**config.mk**
```make
export PLATFORM = sky130hd
export DESIGN_NAME = note_decode_scheduler
export DESIGN_NICKNAME = d
export VERILOG_FILES = /design/src/rtl/note_decode_scheduler.sv
export SDC_FILE = /design/constraint.sdc
export NUM_CORES = 1
export LEC_CHECK = 0
export CORE_MARGIN = 2
export CORE_UTILIZATION = 38
export CTS_CLUSTER_SIZE = 8
export DETAILED_ROUTE_END_ITERATION = 12
export DONT_BUFFER_PORTS = 1
export GPL_ROUTABILITY_DRIVEN = 0
export PLACE_DENSITY_LB_ADDON = 0.08
export SYNTH_ARGS = -nofsm -noshare
export SYNTH_HDL_FRONTEND = slang
export SYNTH_SLANG_ARGS = --single-unit
export TNS_END_PERCENT = 30
```
**constraint.sdc**
```tcl
create_clock -name clk_in -period 6.1 [get_ports clk_in]
set_clock_uncertainty 0.2 [all_clocks]
set_input_delay 0.61 -clock clk_in [delete_from_list [all_inputs] [get_ports clk_in]]
set_output_delay 0.61 -clock clk_in [all_outputs]
set_load 0.03 [all_outputs]
```
**src/rtl/note_decode_scheduler.sv**
```systemverilog
// rtl/note_decode_scheduler.sv - schedules one shared mod12 divider across every slot of a MIDI burst
module note_decode_scheduler #(
  parameter int NUM_SLOTS   = 5,
  parameter int MOD_TIMEOUT = 64
) (
  input  logic                        clk_in,
  input  logic                        rst_in,
  input  logic                        midi_burst_ready_in,
  input  logic [2:0]                  on_msg_count_in,
  input  logic [NUM_SLOTS-1:0][20:0]  midi_burst_data_in,
  output logic                        mod_start_out,
  output logic [7:0]                  mod_note_out,
  input  logic [3:0]                  mod_val_in,
  input  logic [3:0]                  mod_oct_in,
  input  logic                        mod_done_in,
  output logic                        busy_out,
  output logic                        burst_dropped_out,
  output logic                        err_out,
  output logic                        vals_ready,
  output logic [NUM_SLOTS-1:0][3:0]   octave_count,
  output logic [NUM_SLOTS-1:0][7:0]   note_value_array,
  output logic [NUM_SLOTS-1:0][7:0]   note_velocity_array
);

  localparam logic [1:0] IDLE  = 2'd0;
  localparam logic [1:0] ISSUE = 2'd1;
  localparam logic [1:0] WAIT  = 2'd2;
  localparam logic [1:0] DONE  = 2'd3;

  localparam int              TW      = (MOD_TIMEOUT > 1) ? $clog2(MOD_TIMEOUT) : 1;
  localparam logic [TW-1:0]   T_LAST  = TW'(MOD_TIMEOUT - 1);
  localparam logic [2:0]      CNT_MAX = 3'(NUM_SLOTS);

  logic [1:0]                 state;
  logic [NUM_SLOTS-1:0][7:0]  notes;
  logic [2:0]                 cnt;
  logic [2:0]                 idx;
  logic [TW-1:0]              tcnt;

  logic [2:0] cnt_clamped;
  logic       slot_end;
  logic       last_slot;

  assign cnt_clamped = (on_msg_count_in > CNT_MAX) ? CNT_MAX : on_msg_count_in;
  // A slot finishes on done or on its last permitted wait cycle; done takes priority for data.
  assign slot_end    = (state == WAIT) && (mod_done_in || (tcnt == T_LAST));
  assign last_slot   = (idx == cnt - 3'd1);

  assign mod_start_out = (state == ISSUE);
  assign mod_note_out  = ((state == ISSUE) || (state == WAIT)) ? notes[idx] : 8'd0;
  assign busy_out      = (state != IDLE);
  assign vals_ready    = (state == DONE);

  always_ff @(posedge clk_in) begin
    if (rst_in) begin
      state               <= IDLE;
      notes               <= '0;
      cnt                 <= 3'd0;
      idx                 <= 3'd0;
      tcnt                <= '0;
      burst_dropped_out   <= 1'b0;
      err_out             <= 1'b0;
      octave_count        <= '0;
      note_value_array    <= '0;
      note_velocity_array <= '0;
    end else begin
      burst_dropped_out <= midi_burst_ready_in && (state != IDLE);
      case (state)
        IDLE: begin
          if (midi_burst_ready_in) begin
            cnt     <= cnt_clamped;
            idx     <= 3'd0;
            tcnt    <= '0;
            err_out <= 1'b0;
            for (int s = 0; s < NUM_SLOTS; s++) begin
              notes[s]               <= midi_burst_data_in[s][15:8];
              note_velocity_array[s] <= (3'(s) < cnt_clamped) ? midi_burst_data_in[s][7:0] : 8'd0;
              note_value_array[s]    <= 8'd0;
              octave_count[s]        <= 4'd0;
            end
            state <= (cnt_clamped != 3'd0) ? ISSUE : DONE;
          end
        end
        ISSUE: begin
          tcnt  <= '0;
          state <= WAIT;
        end
        WAIT: begin
          tcnt <= tcnt + TW'(1);
          if (mod_done_in) begin
            note_value_array[idx] <= {4'b0, mod_val_in};
            octave_count[idx]     <= mod_oct_in;
          end else if (tcnt == T_LAST) begin
            note_value_array[idx] <= 8'd0;
            octave_count[idx]     <= 4'd0;
            err_out               <= 1'b1;
          end
          if (slot_end) begin
            if (last_slot) begin
              state <= DONE;
            end else begin
              idx   <= idx + 3'd1;
              state <= ISSUE;
            end
          end
        end
        DONE:    state <= IDLE;
        default: state <= IDLE;
      endcase
    end
  end

endmodule

```
==> results of run 1 <==
==> worst min path at each step <==
stage / to / from / slack [ns] / cells after the start
after floorplan: notes[24] / notes[24] / 0.23 / 2
after global placement: notes[27] / notes[27] / 0.24 / 2
after detailed placement: notes[11] / notes[11] / 0.24 / 2
after CTS: octave_count[17] / rst_in / 0.05 / 1
after global routing: octave_count[12] / rst_in / 0.03 / 1
final: octave_count[10] / rst_in / 0.06 / 1
==> state kept, by name, indices dropped and copies added (netlist names) <==
register	count
idx	3
tcnt	6
state	2
notes	40
note_velocity_array	40
cnt	3
octave_count	20
err_out	1
note_value_array	40
burst_dropped_out	1
==> per-layer routing <==
metal / vias to the layer above / wire (um) / global-route usage / share of wire
met2: 170 / 7780 / 0.298 / 0.46
met4: 0 / 353 / 0.0691 / 0.021
met5: - / 0 / 0 / 0
li1: 2459 / - / - / -
met3: 24 / 1420 / 0.0746 / 0.084
met1: 2382 / 7310 / 0.231 / 0.43
==> area by class of cell <==
type                            instances  area [um2]  share of cell area
Tap cell                              220         275              0.0391
Inverter                               11        41.3             0.00587
Timing Repair Buffer                    3        22.5             0.00320
Multi-Input combinational cell        496        2970               0.422
Clock buffer                           18         439              0.0624
Clock inverter                         14         161              0.0229
Sequential cell                       156        3120               0.444
==> cells by family after synthesis <==
logic type | after synthesis | share of synthesized area
AOI/OAI and AO/OA | 205 | 0.226
DFF | 156 | 0.489
buffers and inverters | 65 | 0.0466
and+or+nand+nor | 263 | 0.188
muxes | 12 | 0.0225
xor gates and xnor gates | 9 | 0.0145
adders and majority gates | 7 | 0.0137
==> power by group through the flow <==
stage	logic, mW	clock network, mW	registers, mW
floorplan	0.734	0	1.41
global placement	0.837	0	1.46
detailed placement	0.858	0	1.46
CTS	0.861	1.10	1.44
global route	0.959	1.15	1.45
finish	0.854	1.08	1.44
==> synthesized netlist by cell type, drive strengths merged (8+ instances only) <==
master / count / area, um2
a211oi: 26 / 290
a21oi: 70 / 350
a22oi: 38 / 285
and2: 37 / 231
buf: 17 / 118
clkbuf: 37 / 139
dfxtp: 156 / 3120
inv: 11 / 41.3
mux2: 9 / 101
nand2: 113 / 424
nand3: 21 / 105
nor2: 62 / 233
o21ai: 28 / 140
o221a: 14 / 158
o22ai: 8 / 50.1
==> critical path: stages, from the launching register on <==
cell      delay [ns]
dfxtp_1         0.90
inv_1           0.20
nor3_1          0.49
a222oi_1        0.13
nor2b_1         0.56
==> results.txt, run 1 <==
final setup fails: 0
Cell Rows: 47
Post-Place Cells: 886
CTS buffer count: 17
Max IR drop VDD: 215 uV
Worst-Skew Late Latency: 0.42 ns
Worst Tran Pin Value: 1.07 ns
root buffer cell: clkbuf_16
Placed Area: 6430 um2
CP Launch Type: register
Post-Route Utilization: 0.426
CP endpoint kind: primary output
postcts setup bufs: 0
worst hold path class: in2reg
area grow syn2layout: 10.1%
worst r2r path cells: 7
Cell Int Power: 2.06 mW
critical register-to-register path endpoint: note_value_array[3]
Max Cap Violations: 0
crit path from: idx[1]
power share of the combinational group: 0.253
CTS Sinks: 156
fraction of final layout cells sized beyond drive strength 1: 0.116
maximum number of pins on one net before global-route repair: 120
NetSw: 1.31 mW
Layout Cells excl Fill: 918
hold buffers post-CTS: 0
# DRC: 0
drt total wl: 16900 um
period utilization: 0.576
via count: 5035
Clk pwr share: 0.320
leakage: 2.51 nW
Post-Place Worst Slack: 2.84 ns
antenna violations before repair: 0
DP HPWL: 11400 um
max_slew headroom: 0.287
nets@finish: 812
Port Buf Inserts: 0
Total Routing Usage GR: 0.188
reg2reg start: state[0]
Inserted Diodes: 0
outcome: finished, final reports clean
WL/cell: 18.4 um
primary flip-flop cell chosen by synthesis mapping: dfxtp_1
Fin Setup TNS: 0 ns
f_max: 284 MHz
Top Ports: 233
crit path kind: reg2out
max-slew violations: 0
Final min period: 3.52 ns
Die ar.: 17900 um2
htree depth: 4
CTS tree: yes
crit path DAT: 2.71 ns
P per Cell Area: 479 nW/um2
Post-Syn Nets: 844
Async SR Flop Fraction: 0
global-route wire length before repair: 26800 um
number of global-route vias before repair: 5052
Tot Pwr: 3.37 mW
clk buf depth: 2
remaining global-route overflow: 0
Post-CTS Resized: 0
Core Footprint: 16500 um2
Sw Share: 0.389
sequential share of the synthesized area: 0.489
Die W: 134 um
Via density: 5.48
clock transition at the registers of the reported paths: 0.07 ns
CP Data Required Time: 5.29 ns
Pre-Repair DR Iteration Count: 5
commonest cells after routing, fill and taps aside: dfxtp_1 (156), nand2_1 (112), a21oi_1 (70), nor2_1 (61), a22oi_1 (38)
register share of total power: 0.426
RSZ-0062 raised after global routing: false
final instance area: 7030 um2
Avg Cell Area, Syn: 8.91 um2
commonest non-fill, non-tap cell in the layout: dfxtp_1
crit-path max FO: 20
Ys Warns: 0
die height: 134 um
Worst setup endpoint: mod_note_out[6]
fin worst setup slack: 2.58 ns
Seq cells post-synth: 156
Mapped Area: 6390 um2
Min Hold Slack: 0.0555 ns
Fin. Hold Viols: 0
initial core utilization: 0.386
Cells after Synth: 717
post-synth cell types: 55
Post-synth EDFFs: 0
filler instances: 1656
Post-DRT Antenna Nets: 0
r2r setup slk: 2.82 ns
Iteration-0 DRC Markers: 215
(Power assumes the default switching activity.)
==> run 2, diff against run 1 <==
Clock period 6.1 ns to 3.6 ns, I/O delays scaled along.
==> run 2 against run 1 <==
Net effect: first-iteration DRC count up 51%; die area unchanged; hold slack worse by 0.021 ns; highest routed layer unchanged; final cell count up 9.6%; critical endpoint is now mod_note_out[3]; sequential share of layout area down 4.9 points.
==> results.txt, run 2 (synthesized netlist as in run 1, its figures left out) <==
outcome: finished, final reports clean
CTS Sinks: 156 (unchanged)
# DRC: 0 (unchanged)
worst hold path class: in2reg
Post-Route Utilization: 0.479 (+0.0529)
crit-path max FO: 29 (+45%)
max-slew violations: 0 (unchanged)
htree depth: 4 (unchanged)
P per Cell Area: 726 nW/um2 (+52%)
CP Data Required Time: 3.04 ns (-2.25 ns)
r2r setup slk: 0.71 ns (-2.11 ns)
Fin. Hold Viols: 0 (unchanged)
Max IR drop VDD: 365 uV (+70%)
final setup fails: 0 (unchanged)
Pre-Repair DR Iteration Count: 5 (unchanged)
nets@finish: 902 (+11%)
DP HPWL: 11500 um (+1.0%)
number of global-route vias before repair: 5340 (+5.7%)
Total Routing Usage GR: 0.198 (+0.0104)
period utilization: 0.867
Port Buf Inserts: 0 (unchanged)
Iteration-0 DRC Markers: 325 (+51%)
Post-Place Cells: 890 (+0.45%)
final instance area: 7910 um2 (+12%)
fraction of final layout cells sized beyond drive strength 1: 0.104 (-0.0117)
RSZ-0062 raised after global routing: false
CTS buffer count: 17 (unchanged)
WL/cell: 17.5 um (-4.9%)
Post-DRT Antenna Nets: 0 (unchanged)
Worst-Skew Late Latency: 0.42 ns (about the same)
initial core utilization: 0.386 (unchanged)
global-route wire length before repair: 28300 um (+5.8%)
commonest non-fill, non-tap cell in the layout: dfxtp_1
clk buf depth: 2 (unchanged)
clock transition at the registers of the reported paths: 0.06 ns (about the same)
Cell Rows: 47 (unchanged)
CP Launch Type: register
f_max: 320 MHz
top flop regs: note_value_array (40), note_velocity_array (40), notes (40)
worst hold path depth: 3 (+2)
Max Cap Violations: 0 (unchanged)
commonest cells after routing, fill and taps aside: dfxtp_1 (156), nand2_1 (112), dlygate4sd3_1 (85), a21oi_1 (70), nor2_1 (61)
area grow syn2layout: 23.8%
worst r2r path cells: 6 (-1)
Min Hold Slack: 0.0345 ns (-0.0210 ns)
Core Footprint: 16500 um2 (unchanged)
postcts setup bufs: 0 (unchanged)
via count: 5397 (+7.2%)
maximum number of pins on one net before global-route repair: 116 (-3.3%)
crit path kind: reg2out
leakage: 2.86 nW (+14%)
remaining global-route overflow: 0 (unchanged)
Fin Setup TNS: 0 ns (unchanged)
Final min period: 3.12 ns
antenna violations before repair: 0 (unchanged)
crit path DAT: 2.56 ns (-0.15 ns)
CP endpoint kind: primary output
die height: 134 um (unchanged)
drt total wl: 17600 um (+4.3%)
Placed Area: 6460 um2 (+0.47%)
Top Ports: 233 (unchanged)
Via density: 5.36 (-2.2%)
Layout Cells excl Fill: 1006 (+9.6%)
root buffer cell: clkbuf_16
max_slew headroom: 0.295 (+0.00857)
Worst Tran Pin Value: 1.06 ns (-0.0143 ns)
Inserted Diodes: 0 (unchanged)
Die ar.: 17900 um2 (unchanged)
CTS tree: yes
Die W: 134 um (unchanged)
-- run 2: metrics by stage --
step | setup WS [ns] | total power, mW
floorplan | 1.49 | 3.64
global placement | 0.933 | 3.91
detailed placement | 0.915 | 3.95
CTS | 0.502 | 5.81
global route | 0.333 | 6.09
finish | 0.477 | 5.74
-- run 2: cell type report --
cell class                      count  area [um2]
Multi-Input combinational cell    496        2970
Timing Repair Buffer               93         931
Clock buffer                       20         447
Sequential cell                   156        3120
Tap cell                          220         275
Inverter                           11        41.3
Fill cell                        1591        8620
Clock inverter                     10         119
-- run 2: worst paths after layout --
| kind | start | to |
|---|---|---|
| max | idx[0] | mod_note_out[3] |
| min | midi_burst_ready_in | state[1] |
| max reg2reg | state[1] | note_velocity_array[24] |
| min reg2reg | notes[27] | notes[27] |
-- run 2: routing by layer --
| metal | GRT usage | vias to the layer above | share of wire |
|---|---|---|---|
| li1 | - | 2642 | - |
| met1 | 0.250 | 2540 | 0.44 |
| met2 | 0.311 | 182 | 0.47 |
| met3 | 0.0731 | 33 | 0.072 |
| met4 | 0.0745 | 0 | 0.022 |
| met5 | 0 | - | 0 |
-- run 2: worst max-delay path, cell delays in order (launching register included) --
cell and delay (ns):
dfxtp_1 1.02, nor2_1 0.34, a22oi_1 0.34, o22ai_1 0.11
and2_1 0.32
-- run 2: what timing repair did --
item / 4_1_cts / 5_1_grt
gates resized for setup: 0 / 0
endpoints found under the hold margin: 120 / 0
hold buffers: 86 / 0
-- run 2: report_power, final --
group          internal [mW]  leakage (nW)  total (mW)  switching, mW
Combinational          0.540          1.33        1.57           1.03
Clock                   1.03         0.268        1.74          0.707
Sequential              1.97          1.27        2.44          0.464
Total                   3.55          2.86        5.74           2.20
==> run 3, diff against run 2 <==
Settings changed: CTS_CLUSTER_SIZE 8 to default.
==> results of run 3 <==
The final DEF is identical to that of run 2; final timing and power are the same.
